<file path="src/rtl/stack_sequencer.sv">
// Stack-pointer sequencer: turns PUSH/POP/CALL/RET requests into data-memory strobes.
// Optional STACK_ERR_STICKY_EN adds err_clr/err_status sticky error reporting.
module stack_sequencer #(
    parameter logic [7:0] SP_INIT     = 8'hFF,
    parameter int         STACK_DEPTH = 16
) (
    input  logic       clk,
    input  logic       rst,
    input  logic       op_valid,
    output logic       op_ready,
    input  logic [1:0] op_code,
    input  logic [7:0] mem_rdata,
    output logic [7:0] sp_out,
    output logic       s2,
    output logic       s5,
    output logic       wr,
    output logic       rd,
    output logic [7:0] pop_data,
    output logic       pc_load,
    output logic       done,
    output logic       err_ovf,
    output logic       err_unf,
`ifdef STACK_ERR_STICKY_EN
    input  logic       err_clr,
    output logic [1:0] err_status,
`endif
    output logic [7:0] depth
);

    localparam logic [1:0] OP_PUSH = 2'b00;
    localparam logic [1:0] OP_POP  = 2'b01;
    localparam logic [1:0] OP_CALL = 2'b10;
    localparam logic [1:0] OP_RET  = 2'b11;
    localparam logic [7:0] DEPTH_MAX = 8'(STACK_DEPTH);

    typedef enum logic [2:0] {
        IDLE   = 3'd0,
        WRITE  = 3'd1,
        INC    = 3'd2,
        READ   = 3'd3,
        FINISH = 3'd4
    } state_t;

    state_t     state_reg;
    logic [1:0] op_reg;
    logic       ready_ok;

    // A pending sticky error keeps the sequencer closed until it is cleared.
`ifdef STACK_ERR_STICKY_EN
    assign ready_ok = err_clr || (err_status == 2'b00);
`else
    assign ready_ok = 1'b1;
`endif

    always_ff @(posedge clk or posedge rst) begin
        if (rst) begin
            state_reg <= IDLE;
            op_reg    <= OP_PUSH;
            op_ready  <= 1'b1;
            sp_out    <= SP_INIT;
            depth     <= 8'd0;
            pop_data  <= 8'd0;
            s2        <= 1'b0;
            s5        <= 1'b0;
            wr        <= 1'b0;
            rd        <= 1'b0;
            done      <= 1'b0;
            pc_load   <= 1'b0;
            err_ovf   <= 1'b0;
            err_unf   <= 1'b0;
`ifdef STACK_ERR_STICKY_EN
            err_status <= 2'b00;
`endif
        end else begin
            s2      <= 1'b0;
            s5      <= 1'b0;
            wr      <= 1'b0;
            rd      <= 1'b0;
            done    <= 1'b0;
            pc_load <= 1'b0;
            err_ovf <= 1'b0;
            err_unf <= 1'b0;
`ifdef STACK_ERR_STICKY_EN
            if (err_clr) begin
                err_status <= 2'b00;
            end
`endif
            case (state_reg)
                IDLE: begin
                    if (!op_ready && ready_ok) begin
                        op_ready <= 1'b1;
                    end
                    if (op_valid && op_ready) begin
                        op_reg   <= op_code;
                        op_ready <= 1'b0;
                        if (op_code == OP_PUSH || op_code == OP_CALL) begin
                            if (depth < DEPTH_MAX) begin
                                state_reg <= WRITE;
                                s2        <= 1'b1;
                                wr        <= 1'b1;
                                s5        <= (op_code == OP_PUSH);
                            end else begin
                                state_reg <= FINISH;
                                done      <= 1'b1;
                                err_ovf   <= 1'b1;
`ifdef STACK_ERR_STICKY_EN
                                err_status[1] <= 1'b1;
`endif
                            end
                        end else begin
                            if (depth != 8'd0) begin
                                state_reg <= INC;
                            end else begin
                                state_reg <= FINISH;
                                done      <= 1'b1;
                                err_unf   <= 1'b1;
`ifdef STACK_ERR_STICKY_EN
                                err_status[0] <= 1'b1;
`endif
                            end
                        end
                    end
                end
                WRITE: begin
                    // Memory captures at the old SP on this edge.
                    sp_out    <= sp_out - 8'd1;
                    depth     <= depth + 8'd1;
                    state_reg <= FINISH;
                    done      <= 1'b1;
                end
                INC: begin
                    sp_out    <= sp_out + 8'd1;
                    depth     <= depth - 8'd1;
                    state_reg <= READ;
                    s2        <= 1'b1;
                    rd        <= 1'b1;
                end
                READ: begin
                    pop_data  <= mem_rdata;
                    state_reg <= FINISH;
                    done      <= 1'b1;
                    pc_load   <= (op_reg == OP_RET);
                end
                FINISH: begin
                    state_reg <= IDLE;
                    op_ready  <= ready_ok;
                end
                default: begin
                    state_reg <= IDLE;
                    op_ready  <= 1'b1;
                end
            endcase
        end
    end

    // OP_POP is decoded implicitly as "not a push-type op".
    logic unused_ok;
    assign unused_ok = (OP_POP == 2'b01);

endmodule

</file>
<file path="config.mk">
export PLATFORM = sky130hd
export DESIGN_NAME = stack_sequencer
export DESIGN_NICKNAME = d
export VERILOG_FILES = /design/src/rtl/stack_sequencer.sv
export SDC_FILE = /design/constraint.sdc
export NUM_CORES = 1
export LEC_CHECK = 0
export ABC_AREA = 1
export CORE_ASPECT_RATIO = 0.7
export CORE_MARGIN = 1
export CORE_UTILIZATION = 55
export DETAILED_ROUTE_END_ITERATION = 8
export DONT_BUFFER_PORTS = 1
export PLACE_DENSITY = 0.82
export RECOVER_POWER = 25
export SYNTH_ARGS = -nofsm -noshare
export SYNTH_HDL_FRONTEND = slang
export SYNTH_SLANG_ARGS = --single-unit
</file>
<file path="constraint.sdc">
create_clock -name clk -period 1.9 [get_ports clk]
set_input_delay 0.475 -clock clk [delete_from_list [all_inputs] [get_ports clk]]
set_output_delay 0.475 -clock clk [all_outputs]
set_load 0.01 [all_outputs]
</file>
==> key figures <==
Critical path
  – Nature of the critical path startpoint: flop
  – Cell mode on critical path: nand2_1
  – Peak fanout along the critical path: 10
  – Worst setup EP type: flop
  – Worst-path cell chain: nor2_2 > nand2_2 > buf_8 > ha_4 > nand2_1 > nor2_1 > nand3_1 > nand2_1 > nand2_1 > nand2_1 > nand2_1 > nand2_1
  – Crit path largest cell delay: 410 ps
  – Worst Path Arrival: 2120 ps
  – Critical path type: flop to flop
  – Worst EP required: 2130 ps
  – CP max stage cell: dfrtp_1
  – Worst reg-to-reg setup slack: 10 ps

Synth
  – Syn_nets: 277
  – Top cell type by total area after synthesis: dfrtp_1
  – Mux share of post-synthesis cell area: 0.0430
  – Unique masters post-synth: 22
  – Most numerous cell in the Yosys netlist: nand2_1
  – Top post-synthesis cells by area: dfrtp_1, nand2_1, dfstp_2
  – Area share of fa/ha/maj cells after synthesis: 0.0907
  – Synth Area in XOR/XNOR: 0.0292
  – Synth warn: 0
  – Synth Cell Area: 0.00210 sq mm
  – Largest family of logic cells by synthesized area: simple AND/OR/NAND/NOR gates
  – Dominant synthesized flop cell: dfrtp_1
  – Post-synthesis register bit count: 38
  – Cells after Synth: 250
  – Post-synth EDFFs: 0
  – Commonest cells in the netlist: nand2_1, inv_1, dfrtp_1
  – Post-synth top area share: 0.346
  – Seq/Total Area, Yosys: 0.459
  – Post-synthesis simple-gate area fraction: 0.270
  – Asr flop ratio synth: 1.00
  – Synth Area in Compound Gates: 0.0310
  – Mapped Avg Cell Area: 8.39 sq um

Final layout
  – Multi-input gate area: 0.00104 sq mm
  – Ant diodes: 0
  – Fillers: 291
  – Ratio of cells with drive above 1 in the final layout: 0.201
  – Register area: 962 sq um
  – Top Registers: depth (8), pop_data (8), sp_out (8)
  – Final nets: 290
  – Area grow syn2layout: 12.4%

Drt
  – DRT Pass-1 Iters: 4
  – Drt via density: 5.24
  – Final ANT Viol Nets: 0
  – Total Routed Length: 4.35 mm
  – DR vias: 1646
  – DRC violations left: 0
  – DR WL/cell: 13.8 um
  – Iter 0 DRT Violations: 103

STA
  – Hold slack: 238 ps
  – RSZ-0062 raised after global routing: yes
  – Fin worst setup slack: 10.2 ps
  – Pins Over Slew Limit: 0
  – Slew headroom: 0.403
  – Fmax: 529 MHz
  – Hold Violations, Final: 0
  – Least-Margin Pin Slew: 895 ps
  – Setup Skew: 5.00 ps
  – Final min period: 1890 ps
  – Setup violators final: 0
  – Fin crit share: 0.995

Hold path
  – Type of the tightest min-delay check: input port to flop

Global routing
  – Vias in the first global route: 1404
  – Initial antenna violation count: 0
  – All-Layer GR Usage: 0.219
  – Largest net degree at the start of global routing: 39
  – Total gr overflow: 0
  – First-pass GRT wire length: 6.42 mm

Clock tree
  – CTS tree: built
  – CTS clk-pin slew, worst paths: 70 ps
  – Cts hold-fix bufs: 0
  – Clock Latency Late Sink: 290 ps
  – Clock Tree Buf Depth: 2
  – # H-tree levels: 2
  – Sink Count: 38
  – Root buffer cell: clkbuf_8
  – Clock buffer count from CTS: 5

Status
  – Status: complete, no violations

Floorplanning
  – IO Count: 46
  – Die H: 53.7 um
  – Total die area: 0.00407 sq mm
  – Core Area: 0.00358 sq mm
  – Rows: 18
  – DIE WIDTH: 75.8 um
  – Starting Density: 0.586

Power and ir drop
  – Power density over the cells: 2190 mW/mm^2
  – Leak: 1.28 nW
  – Total power: 5.16 mW
  – VDD IR max: 0.857 mV

Place
  – Port bufs: 0
  – Setup slack at placement: -13.7 ps
  – Hpwl dp: 3.06 mm
  – Global placement routability congestion: 0.834

Run
  – Maxcap violations: 0
metal layers:
layer  track usage  vias to the layer above  routed length [um]
met1         0.308                      779                2040
met3        0.0618                        7                 222
met5             0                        -                   0
li1              -                      809                   -
met2         0.319                       51                2030
met4        0.0926                        0                  59
stage by stage:
stage               cell area [sq um]  utilization  instances  setup TNS, ps
floorplan                        2100            -        250              0
global placement                 2180        0.609        304              0
detailed placement               2180        0.609        304          -13.7
CTS                              2270        0.634        312              0
global route                     2360        0.658        314           -446
finish                           2360        0.658        314              0
power by group:
group	switching, mW	internal [mW]	total, mW	leakage, nW
clock	0.283	0.254	0.538	0.0450
sequential	0.486	1.25	1.74	0.460
combinational	1.67	1.21	2.88	0.775
total	2.44	2.72	5.16	1.28
cell type report:
type,count,share of cell area
Multi-Input combinational cell,173,0.442
Sequential cell,38,0.408
Inverter,37,0.0600
Clock buffer,6,0.0308
Timing Repair Buffer,8,0.0276
Tap cell,50,0.0266
Clock inverter,2,0.00425
kinds of logic (layout without fill, tap and decap cells):
kind of cell	count (synthesis)	count (layout)
and+or+nand+nor	131	131
buffers and inverters	39	53
DFF	38	38
adders and majority gates	14	14
AOI/OAI and AO/OA	13	13
muxes	8	8
xor gates and xnor gates	7	7
cells in the final DEF (no fill, tap or decap), types with 2 or more instances in the layout:
master	Yosys	routed
nand4_1	3	3
nand2_2	2	2
o21ai_0	4	4
dfstp_2	9	9
buf_4	0	6
dfrtp_1	29	29
a21oi_1	9	8
or2_2	3	3
ha_4	0	5
xnor2_1	5	5
xor2_1	2	2
inv_2	4	4
clkinv_2	0	2
ha_1	12	7
nand2_1	83	83
fa_1	2	2
nor2_2	2	3
nor2_1	12	11
clkbuf_8	0	5
inv_1	33	32
nand3b_1	2	2
mux2_2	8	8
nand3_1	22	22
path summary, 6_finish.rpt:
check                              from          end  cells after the start
setup / recovery           state_reg[0]    sp_out[7]                     12
setup reg to reg           state_reg[0]    sp_out[7]                     12
max in group asynchronous           rst  pop_data[7]                      2
hold reg to reg               op_reg[1]    op_reg[1]                      2
min in group asynchronous           rst           rd                      2
hold / removal               op_code[1]           s5                      1
critical path, delay by kind of cell (launching register included):
family        cells  cell delay [ps]
fa+ha+maj         1              290
buf+inv           1              180
flops             1              410
simple gates     10              950
repair_timing:
action / 4_1_cts / 5_1_grt
resized for setup: 2 / 8
setup buffers: 0 / 2
pin swaps: 0 / 1
endpoints found under the setup margin: 1 / 2
Note: power is estimated with default switching activity, not from simulation.
